===== config.mk =====
export PLATFORM = sky130hd
export DESIGN_NAME = alu_sched_flat
export DESIGN_NICKNAME = d
export VERILOG_FILES = /design/src/rtl/alu_sched_pkg.sv /design/src/rtl/alu_sched_if.sv /design/src/rtl/alu_sched_select.sv /design/src/rtl/alu_sched.sv /design/src/flat_wrapper.sv
export SDC_FILE = /design/constraint.sdc
export NUM_CORES = 2
export LEC_CHECK = 0
export CAP_MARGIN = 15
export CORE_ASPECT_RATIO = 1.4
export CORE_MARGIN = 5
export CORE_UTILIZATION = 62
export CTS_BUF_LIST = sky130_fd_sc_hd__clkbuf_4 sky130_fd_sc_hd__clkbuf_8
export DETAILED_ROUTE_END_ITERATION = 12
export PLACE_DENSITY = 0.85
export SLEW_MARGIN = 25
export SYNTH_ARGS = -nofsm -noshare
export SYNTH_HDL_FRONTEND = slang
export SYNTH_HIERARCHICAL = 1
export SYNTH_SLANG_ARGS = --single-unit
export TNS_END_PERCENT = 50

===== constraint.sdc =====
create_clock -name clk -period 27.3 [get_ports clk]
set_input_delay 4.095 -clock clk [delete_from_list [all_inputs] [get_ports clk]]
set_output_delay 4.095 -clock clk [all_outputs]
set_load 0.1 [all_outputs]

===== src/rtl/alu_sched_pkg.sv =====
// Shared types for the ALU reservation station: decoded instruction, source tag,
// and the per-slot entry record.
package alu_sched_pkg;

  localparam int TAG_W_P = 4;

  typedef logic [TAG_W_P-1:0] tag_t;

  typedef enum logic [6:0] {
    OPC_OP_IMM = 7'b0010011,
    OPC_OP     = 7'b0110011
  } opcode_t;

  typedef struct packed {
    opcode_t     op;
    logic [2:0]  funct3;
    logic [31:0] imm;
    logic [4:0]  rd;
    logic [31:0] rs1_val;
    logic [31:0] rs2_val;
  } decoded_instr;

  typedef struct packed {
    logic         valid;
    decoded_instr instr;
    logic         rs1_rdy;
    tag_t         rs1_tag;
    logic         rs2_rdy;
    tag_t         rs2_tag;
  } rs_entry_t;

  // A waiting operand captures the broadcast when the full tag matches.
  function automatic logic tag_hit(input logic wb_valid, input tag_t wb_tag,
                                   input logic src_rdy, input tag_t src_tag);
    return wb_valid && !src_rdy && (wb_tag == src_tag);
  endfunction

endpackage


===== src/rtl/alu_sched_if.sv =====
// Dispatch, result-broadcast and issue signals between rename, the scheduler
// and the ALU; master is the pipeline side, slave is the scheduler.
interface alu_sched_if #(
  parameter int TAG_W = alu_sched_pkg::TAG_W_P
);
  import alu_sched_pkg::*;

  logic               flush;
  logic               disp_valid;
  logic               disp_ready;
  decoded_instr       disp_instr;
  logic [TAG_W-1:0]   disp_rs1_tag;
  logic               disp_rs1_rdy;
  logic [TAG_W-1:0]   disp_rs2_tag;
  logic               disp_rs2_rdy;
  logic               wb_valid;
  logic [TAG_W-1:0]   wb_tag;
  logic [31:0]        wb_val;
  logic               iss_valid;
  logic               iss_ready;
  decoded_instr       iss_instr;

  modport master (
    output flush, disp_valid, disp_instr, disp_rs1_tag, disp_rs1_rdy,
           disp_rs2_tag, disp_rs2_rdy, wb_valid, wb_tag, wb_val, iss_ready,
    input  disp_ready, iss_valid, iss_instr
  );

  modport slave (
    input  flush, disp_valid, disp_instr, disp_rs1_tag, disp_rs1_rdy,
           disp_rs2_tag, disp_rs2_rdy, wb_valid, wb_tag, wb_val, iss_ready,
    output disp_ready, iss_valid, iss_instr
  );

endinterface


===== src/rtl/alu_sched_select.sv =====
// Priority picker: reports the lowest-numbered ready slot and whether any slot
// is ready at all. Slot 0 is the oldest, so this is oldest-first selection.
module alu_sched_select #(
  parameter  int DEPTH = 4,
  localparam int IDX_W = $clog2(DEPTH)
) (
  input  logic [DEPTH-1:0] ready_i,
  output logic             found_o,
  output logic [IDX_W-1:0] idx_o
);

  // Scan from the youngest slot down so the oldest ready slot wins.
  always_comb begin
    found_o = 1'b0;
    idx_o   = '0;
    for (int i = DEPTH - 1; i >= 0; i--) begin
      found_o = found_o | ready_i[i];
      idx_o   = ready_i[i] ? IDX_W'(i) : idx_o;
    end
  end

endmodule


===== src/rtl/alu_sched.sv =====
// Reservation station / oldest-ready issue scheduler in front of the ALU.
// Optional event counters are compiled in with ALU_SCHED_PERF_EN.
module alu_sched
  import alu_sched_pkg::*;
#(
  parameter  int DEPTH = 4,
  parameter  int TAG_W = TAG_W_P,
  localparam int OCC_W = $clog2(DEPTH + 1),
  localparam int IDX_W = $clog2(DEPTH)
) (
  input  logic             clk,
  input  logic             rst,
  alu_sched_if.slave       bus,
  output logic [OCC_W-1:0] occupancy
`ifdef ALU_SCHED_PERF_EN
  ,
  output logic [31:0]      perf_issued,
  output logic [31:0]      perf_stall
`endif
);

  rs_entry_t        entries_q [DEPTH];
  rs_entry_t        entries_d [DEPTH];
  rs_entry_t        woke_s    [DEPTH];
  rs_entry_t        new_s;
  logic [OCC_W-1:0] occ_q;
  logic [OCC_W-1:0] occ_d;
  logic [OCC_W-1:0] wr_idx_s;

  logic [DEPTH-1:0] rdy_s;
  logic             sel_found_s;
  logic [IDX_W-1:0] sel_idx_s;
  logic             iss_fire_s;
  logic             disp_fire_s;
  logic             byp1_s;
  logic             byp2_s;
  logic             is_imm_s;

  logic [TAG_W-1:0] wb_tag_s;
  logic [TAG_W-1:0] rs1_tag_s;
  logic [TAG_W-1:0] rs2_tag_s;

  assign wb_tag_s  = bus.wb_tag;
  assign rs1_tag_s = bus.disp_rs1_tag;
  assign rs2_tag_s = bus.disp_rs2_tag;

  // Issue candidates come from registered state only; no wakeup bypass.
  always_comb begin
    for (int i = 0; i < DEPTH; i++) begin
      rdy_s[i] = entries_q[i].valid && entries_q[i].rs1_rdy && entries_q[i].rs2_rdy;
    end
  end

  alu_sched_select #(.DEPTH(DEPTH)) u_select (
    .ready_i (rdy_s),
    .found_o (sel_found_s),
    .idx_o   (sel_idx_s)
  );

  assign bus.iss_valid  = sel_found_s && !bus.flush;
  assign bus.iss_instr  = sel_found_s ? entries_q[sel_idx_s].instr : '0;
  assign bus.disp_ready = !bus.flush && (occ_q < OCC_W'(DEPTH));
  assign iss_fire_s     = bus.iss_valid && bus.iss_ready;
  assign disp_fire_s    = bus.disp_valid && bus.disp_ready;
  assign occupancy      = occ_q;

  // Resident entries capture a matching broadcast before any compaction.
  always_comb begin
    for (int i = 0; i < DEPTH; i++) begin
      logic hit1;
      logic hit2;
      hit1 = entries_q[i].valid &&
             tag_hit(bus.wb_valid, wb_tag_s, entries_q[i].rs1_rdy, entries_q[i].rs1_tag);
      hit2 = entries_q[i].valid &&
             tag_hit(bus.wb_valid, wb_tag_s, entries_q[i].rs2_rdy, entries_q[i].rs2_tag);
      woke_s[i]               = entries_q[i];
      woke_s[i].rs1_rdy       = entries_q[i].rs1_rdy | hit1;
      woke_s[i].instr.rs1_val = hit1 ? bus.wb_val : entries_q[i].instr.rs1_val;
      woke_s[i].rs2_rdy       = entries_q[i].rs2_rdy | hit2;
      woke_s[i].instr.rs2_val = hit2 ? bus.wb_val : entries_q[i].instr.rs2_val;
    end
  end

  // Incoming entry, with same-cycle broadcast bypass; OP-IMM has no rs2.
  always_comb begin
    is_imm_s            = (bus.disp_instr.op == OPC_OP_IMM);
    byp1_s              = tag_hit(bus.wb_valid, wb_tag_s, bus.disp_rs1_rdy, rs1_tag_s);
    byp2_s              = !is_imm_s &&
                          tag_hit(bus.wb_valid, wb_tag_s, bus.disp_rs2_rdy, rs2_tag_s);
    new_s               = '0;
    new_s.valid         = 1'b1;
    new_s.instr         = bus.disp_instr;
    new_s.rs1_tag       = rs1_tag_s;
    new_s.rs2_tag       = rs2_tag_s;
    new_s.rs1_rdy       = bus.disp_rs1_rdy | byp1_s;
    new_s.instr.rs1_val = byp1_s ? bus.wb_val : bus.disp_instr.rs1_val;
    new_s.rs2_rdy       = bus.disp_rs2_rdy | is_imm_s | byp2_s;
    new_s.instr.rs2_val = byp2_s ? bus.wb_val : bus.disp_instr.rs2_val;
  end

  // Queue update: flush, then compaction over the issued slot, then append.
  always_comb begin
    occ_d    = occ_q;
    wr_idx_s = occ_q;
    for (int i = 0; i < DEPTH; i++) begin
      entries_d[i] = woke_s[i];
    end
    if (bus.flush) begin
      for (int i = 0; i < DEPTH; i++) begin
        entries_d[i] = '0;
      end
      occ_d = '0;
    end else begin
      if (iss_fire_s) begin
        for (int i = 0; i < DEPTH - 1; i++) begin
          entries_d[i] = (IDX_W'(i) >= sel_idx_s) ? woke_s[i+1] : woke_s[i];
        end
        entries_d[DEPTH-1] = '0;
        wr_idx_s           = occ_q - OCC_W'(1);
      end else begin
        wr_idx_s = occ_q;
      end
      // wr_idx_s is always below DEPTH here because disp_ready requires a free slot.
      if (disp_fire_s) begin
        for (int i = 0; i < DEPTH; i++) begin
          entries_d[i] = (OCC_W'(i) == wr_idx_s) ? new_s : entries_d[i];
        end
      end else begin
        wr_idx_s = wr_idx_s;
      end
      occ_d = occ_q + OCC_W'(disp_fire_s) - OCC_W'(iss_fire_s);
    end
  end

  // Entry storage and occupancy count.
  always_ff @(posedge clk or posedge rst) begin
    if (rst) begin
      occ_q <= '0;
      for (int i = 0; i < DEPTH; i++) begin
        entries_q[i] <= '0;
      end
    end else begin
      occ_q <= occ_d;
      for (int i = 0; i < DEPTH; i++) begin
        entries_q[i] <= entries_d[i];
      end
    end
  end

`ifdef ALU_SCHED_PERF_EN
  logic [31:0] perf_issued_q;
  logic [31:0] perf_stall_q;
  logic        stall_s;

  assign stall_s = (occ_q != '0) && !bus.iss_valid;

  // Event counters survive flush; only rst clears them.
  always_ff @(posedge clk or posedge rst) begin
    if (rst) begin
      perf_issued_q <= 32'd0;
      perf_stall_q  <= 32'd0;
    end else begin
      perf_issued_q <= perf_issued_q + {31'd0, iss_fire_s};
      perf_stall_q  <= perf_stall_q + {31'd0, stall_s};
    end
  end

  assign perf_issued = perf_issued_q;
  assign perf_stall  = perf_stall_q;
`endif

endmodule


===== src/flat_wrapper.sv =====
// flat-port wrapper written by rule: the top's interface ports become plain ports
module alu_sched_flat import alu_sched_pkg::*;
#(
  parameter  int DEPTH = 4,
  parameter  int TAG_W = TAG_W_P,
  localparam int OCC_W = $clog2(DEPTH + 1),
  localparam int IDX_W = $clog2(DEPTH)
)
  (clk, rst, occupancy, bus_flush, bus_disp_valid, bus_disp_instr, bus_disp_rs1_tag, bus_disp_rs1_rdy, bus_disp_rs2_tag, bus_disp_rs2_rdy, bus_wb_valid, bus_wb_tag, bus_wb_val, bus_iss_ready, bus_disp_ready, bus_iss_valid, bus_iss_instr);
  alu_sched_if #(.TAG_W(TAG_W)) bus_i ();
  input  logic clk;
  input  logic rst;
  output logic [OCC_W-1:0] occupancy;
  input wire logic [$bits(bus_i.flush)-1:0] bus_flush;
  input wire logic [$bits(bus_i.disp_valid)-1:0] bus_disp_valid;
  input wire logic [$bits(bus_i.disp_instr)-1:0] bus_disp_instr;
  input wire logic [$bits(bus_i.disp_rs1_tag)-1:0] bus_disp_rs1_tag;
  input wire logic [$bits(bus_i.disp_rs1_rdy)-1:0] bus_disp_rs1_rdy;
  input wire logic [$bits(bus_i.disp_rs2_tag)-1:0] bus_disp_rs2_tag;
  input wire logic [$bits(bus_i.disp_rs2_rdy)-1:0] bus_disp_rs2_rdy;
  input wire logic [$bits(bus_i.wb_valid)-1:0] bus_wb_valid;
  input wire logic [$bits(bus_i.wb_tag)-1:0] bus_wb_tag;
  input wire logic [$bits(bus_i.wb_val)-1:0] bus_wb_val;
  input wire logic [$bits(bus_i.iss_ready)-1:0] bus_iss_ready;
  output wire logic [$bits(bus_i.disp_ready)-1:0] bus_disp_ready;
  output wire logic [$bits(bus_i.iss_valid)-1:0] bus_iss_valid;
  output wire logic [$bits(bus_i.iss_instr)-1:0] bus_iss_instr;
  assign bus_i.flush = bus_flush;
  assign bus_i.disp_valid = bus_disp_valid;
  assign bus_i.disp_instr = bus_disp_instr;
  assign bus_i.disp_rs1_tag = bus_disp_rs1_tag;
  assign bus_i.disp_rs1_rdy = bus_disp_rs1_rdy;
  assign bus_i.disp_rs2_tag = bus_disp_rs2_tag;
  assign bus_i.disp_rs2_rdy = bus_disp_rs2_rdy;
  assign bus_i.wb_valid = bus_wb_valid;
  assign bus_i.wb_tag = bus_wb_tag;
  assign bus_i.wb_val = bus_wb_val;
  assign bus_i.iss_ready = bus_iss_ready;
  assign bus_disp_ready = bus_i.disp_ready;
  assign bus_iss_valid = bus_i.iss_valid;
  assign bus_iss_instr = bus_i.iss_instr;
  alu_sched #(.DEPTH(DEPTH), .TAG_W(TAG_W)) u_core (.clk(clk), .rst(rst), .bus(bus_i), .occupancy(occupancy));
endmodule

==> flow_summary.html <==
<table>
<tr><th>Metric</th><th>Value</th></tr>
<tr><th colspan="2">Synth</th></tr>
<tr><td>Syn_nets</td><td>3196</td></tr>
<tr><td>Flops &amp; latches, synth</td><td>491</td></tr>
<tr><td>Most frequently used cell type in the post-synthesis netlist</td><td>sky130_fd_sc_hd__dfrtp_1</td></tr>
<tr><td>Number of synthesized flops with an enable pin</td><td>0</td></tr>
<tr><td>Number of cells produced by synthesis</td><td>3029</td></tr>
<tr><td>Yosys synthesis warning count</td><td>6</td></tr>
<tr><td>Sequential area share after synthesis</td><td>42.9%</td></tr>
<tr><td>Synth top area cells</td><td>sky130_fd_sc_hd__dfrtp_1, sky130_fd_sc_hd__mux4_2, sky130_fd_sc_hd__nand2_1, sky130_fd_sc_hd__a311oi_1, sky130_fd_sc_hd__o221ai_1</td></tr>
<tr><td>Post-synthesis area per instance</td><td>9.45 um2</td></tr>
<tr><td>Asr flop ratio synth</td><td>100%</td></tr>
<tr><td>Commonest cells post-synth</td><td>sky130_fd_sc_hd__dfrtp_1, sky130_fd_sc_hd__nand2_1, sky130_fd_sc_hd__a21oi_1, sky130_fd_sc_hd__clkbuf_1, sky130_fd_sc_hd__nor2_1</td></tr>
<tr><td>Mapped Area</td><td>28600 um2</td></tr>
<tr><td>Distinct cells, synth</td><td>55</td></tr>
<tr><td>Synth area leader</td><td>sky130_fd_sc_hd__dfrtp_1</td></tr>
<tr><td>Most used flip-flop cell after synthesis</td><td>sky130_fd_sc_hd__dfrtp_1</td></tr>
<tr><td>Area fraction of the dominant cell type after synthesis</td><td>42.9%</td></tr>
<tr><th colspan="2">Floorplanning</th></tr>
<tr><td>Area enclosed by the die boundary</td><td>50600 um2</td></tr>
<tr><td>Area of the placeable core</td><td>45800 um2</td></tr>
<tr><td>Row count</td><td>93</td></tr>
<tr><td>Die Height</td><td>264 um</td></tr>
<tr><td>Number of I/O pins</td><td>279</td></tr>
<tr><td>Horizontal extent of the die</td><td>192 um</td></tr>
<tr><td>Starting density of the core</td><td>62.4%</td></tr>
<tr><th colspan="2">Route</th></tr>
<tr><td>Number of design-rule violations left by the first detailed-router iteration</td><td>4340</td></tr>
<tr><td>Total Routed Length</td><td>103000 um</td></tr>
<tr><td>Routed vias/inst</td><td>7.60</td></tr>
<tr><td>Via count</td><td>28500</td></tr>
<tr><td>Remaining design rule violation count</td><td>0</td></tr>
<tr><td>Wire length per cell after detailed routing</td><td>27.3 um</td></tr>
<tr><td>Number of search-and-repair iterations in the first detailed-routing pass</td><td>7</td></tr>
<tr><td>Post-DRT Antenna Nets</td><td>0</td></tr>
<tr><th colspan="2">Power</th></tr>
<tr><td>Total Power Consumption</td><td>1.63 mW</td></tr>
<tr><td>Leakage power</td><td>12.5 nW</td></tr>
<tr><td>Highest ir drop seen on vdd</td><td>0.0000322 V</td></tr>
<tr><td>Total power density per cell area</td><td>49.1 nW/um2</td></tr>
<tr><th colspan="2">STA</th></tr>
<tr><td>Max Freq</td><td>0.102 GHz</td></tr>
<tr><td>Max transition margin</td><td>21.6%</td></tr>
<tr><td>Minimum clock period</td><td>9.77 ns</td></tr>
<tr><td>Max-slew violation count</td><td>0</td></tr>
<tr><td>Aggregate negative setup slack</td><td>0 ns</td></tr>
<tr><td>Worst slew pin tran</td><td>1.17 ns</td></tr>
<tr><td>Largest clock skew in the final design</td><td>0.0372 ns</td></tr>
<tr><td>Setup violations, final</td><td>0</td></tr>
<tr><td>RSZ-0062 raised after global routing</td><td>false</td></tr>
<tr><td>Period utilization</td><td>35.8%</td></tr>
<tr><td>Hold Violations, Final</td><td>0</td></tr>
<tr><th colspan="2">Placement</th></tr>
<tr><td>Placed standard-cell area</td><td>31400 um2</td></tr>
<tr><td>Half-perimeter wire length after placement</td><td>56600 um</td></tr>
<tr><td>Port Buffer Count</td><td>278</td></tr>
<tr><td>Routability-driven placement congestion ratio</td><td>0.866</td></tr>
<tr><th colspan="2">CTS</th></tr>
<tr><td>Cts-stage hold buffer count</td><td>0</td></tr>
<tr><td>CTS tree</td><td>yes</td></tr>
<tr><td>Worst-Skew Late Latency</td><td>0.67 ns</td></tr>
<tr><td>Clock slew seen by the registers of the worst setup and hold paths</td><td>0.06 ns</td></tr>
<tr><td>Total of cells resized after clock tree synthesis</td><td>0</td></tr>
<tr><td>CTS Buf Count</td><td>77</td></tr>
<tr><td>Clock root buffer master</td><td>sky130_fd_sc_hd__clkbuf_8</td></tr>
<tr><td>H-tree levels</td><td>3</td></tr>
<tr><td>Number of sinks on the clock net</td><td>491</td></tr>
<tr><td>Bufs on Longest Clock Path</td><td>3</td></tr>
<tr><td>Count of buffers added by post-CTS timing repair for setup</td><td>0</td></tr>
<tr><th colspan="2">Worst setup path</th></tr>
<tr><td>Required time at the worst-slack endpoint</td><td>23.20 ns</td></tr>
<tr><td>Setup CP Type</td><td>input pin to output port</td></tr>
<tr><td>Kind of end point of the critical path</td><td>output port</td></tr>
<tr><td>Slowest-stage cell, CP</td><td>sky130_fd_sc_hd__clkdlybuf4s50_1</td></tr>
<tr><td>Critical path data arrival time</td><td>5.68 ns</td></tr>
<tr><td>Critical-path cell list</td><td>buf_8 -&gt; nor2b_1 -&gt; clkdlybuf4s50_1</td></tr>
<tr><td>Count of buffer and inverter cells on the critical path</td><td>2</td></tr>
<tr><td>Largest stage delay, worst path</td><td>1.15 ns</td></tr>
<tr><td>CP startpoint kind</td><td>input pin</td></tr>
<tr><td>Maximum fanout along the worst path</td><td>74</td></tr>
<tr><td>Kind of cell adding the most delay to the critical path</td><td>buffers and inverters</td></tr>
<tr><th colspan="2">Finish</th></tr>
<tr><td>Relative area change from synthesis to final layout</td><td>15.7%</td></tr>
<tr><td>Share of layout cells above drive strength 1</td><td>11.3%</td></tr>
<tr><td>Net count reported at finish</td><td>3249</td></tr>
<tr><td>Final std cell area, no fill</td><td>33100 um2</td></tr>
<tr><th colspan="2">Global route</th></tr>
<tr><td>Wire length of the first global-routing pass</td><td>159000 um</td></tr>
<tr><td>Total global-route track usage</td><td>39.4%</td></tr>
<tr><td>Vias in the first global route</td><td>29500</td></tr>
<tr><td>Pin count of the biggest net entering global routing</td><td>231</td></tr>
<tr><td>Global route overflow</td><td>0</td></tr>
<tr><td>Number of antenna violations at the first check in global routing</td><td>3</td></tr>
<tr><th colspan="2">Flow run</th></tr>
<tr><td>Number of max-cap violations</td><td>0</td></tr>
<tr><th colspan="2">Min path</th></tr>
<tr><td>Min-Delay Path Class</td><td>register to register</td></tr>
<tr><th colspan="2">Outcome</th></tr>
<tr><td>Run status</td><td>completed</td></tr>
</table>
worst register-to-register path, cell delays in order, from the launching register on:
cell and delay, ns:
sky130_fd_sc_hd__dfrtp_1 0.50, sky130_fd_sc_hd__and3_1 0.22, sky130_fd_sc_hd__nor2_1 0.09, sky130_fd_sc_hd__nand2_4 0.24, sky130_fd_sc_hd__buf_4 0.81, sky130_fd_sc_hd__nand3b_1 0.22, sky130_fd_sc_hd__buf_4 0.36, sky130_fd_sc_hd__inv_4 0.52
sky130_fd_sc_hd__nor3_1 0.20, sky130_fd_sc_hd__o21ai_4 0.73, sky130_fd_sc_hd__buf_4 0.89, sky130_fd_sc_hd__nand3_2 1.00, sky130_fd_sc_hd__o22ai_1 0.44
registers in the layout, indices dropped and copies added (netlist names):
| name | count |
|---|---|
| u_core/entries_q | 488 |
| u_core/occupancy | 3 |
area by class of cell:
type / instances / area [um2]
clock inverter: 14 / 83.8
antenna: 3 / 7.51
inverter: 8 / 45.0
sequential: 491 / 12300
timing repair buffer: 340 / 3370
fill: 3338 / 12700
clock buffer: 119 / 1490
tap: 617 / 772
multi-input combinational: 2164 / 15100
report_power, final:
group / internal [mW] / switching [mW] / total (mW)
Combinational: 0.0761 / 0.122 / 0.198
Sequential: 0.757 / 0.0201 / 0.777
Clock: 0.348 / 0.303 / 0.651
Total: 1.18 / 0.445 / 1.63
worst paths after layout:
path | cells after the start | slack [ns] | to | start
worst min register to register | 2 | 0.55 | u_core/entries_q[105]$_DFF_PP0_ | u_core/entries_q[105]$_DFF_PP0_
worst max register to register | 12 | 20.98 | u_core/entries_q[32]$_DFF_PP0_ | u_core/entries_q[4]$_DFF_PP0_
worst max-delay path | 3 | 17.53 | bus_iss_valid | bus_flush
min in group asynchronous | 2 | 3.91 | u_core/entries_q[389]$_DFF_PP0_ | rst
worst min-delay path | 2 | 0.55 | u_core/entries_q[105]$_DFF_PP0_ | u_core/entries_q[105]$_DFF_PP0_
max in group asynchronous | 5 | 20.47 | u_core/entries_q[76]$_DFF_PP0_ | rst
per-stage QoR:
stage                     cells  hold slack [ns]  util [%]  setup slack (ns)
final                      3756            0.552      72.2             17.53
after global routing       3756            0.576      72.2             17.52
after CTS                  3750            0.552      72.0             17.55
after detailed placement   3617            0.543      68.6             17.55
after global placement     3615            0.533      68.5             17.53
after floorplan            3029            0.520         -              9.50
cell usage in the layout (no fill, tap or decap), types with 23 or more instances in the layout:
cell type / n
sky130_fd_sc_hd__o21ai_0: 97
sky130_fd_sc_hd__a311oi_1: 165
sky130_fd_sc_hd__a211o_1: 32
sky130_fd_sc_hd__and2_1: 111
sky130_fd_sc_hd__a221oi_1: 64
sky130_fd_sc_hd__mux2i_1: 67
sky130_fd_sc_hd__nand3_1: 96
sky130_fd_sc_hd__nor2_1: 206
sky130_fd_sc_hd__clkbuf_8: 96
sky130_fd_sc_hd__o22ai_1: 197
sky130_fd_sc_hd__a21oi_1: 252
sky130_fd_sc_hd__clkbuf_4: 23
sky130_fd_sc_hd__o221ai_1: 162
sky130_fd_sc_hd__and3_1: 39
sky130_fd_sc_hd__nand2_1: 401
sky130_fd_sc_hd__buf_4: 54
sky130_fd_sc_hd__xnor2_1: 30
sky130_fd_sc_hd__mux4_2: 111
sky130_fd_sc_hd__a21boi_0: 32
sky130_fd_sc_hd__dfrtp_1: 491
sky130_fd_sc_hd__clkdlybuf4s50_1: 277
kinds of logic after synthesis:
logic type	after synthesis	synth area share, %
AOI/OAI and AO/OA	1034	24.9
xor gates and xnor gates	42	1.28
adders and majority gates	4	0.201
buffers and inverters	374	5.45
DFF	491	42.9
muxes	178	11.1
and+or+nand+nor	906	14.1
per-layer routing:
metal | track usage, % | vias up | wire, um
met5 | 0 | - | 0
met3 | 10.2 | 677 | 14200
met2 | 61.1 | 2677 | 47400
met4 | 28.5 | 0 | 8550
met1 | 47.7 | 13600 | 32600
li1 | - | 11600 | -
Power figures use the tool's default switching activity.
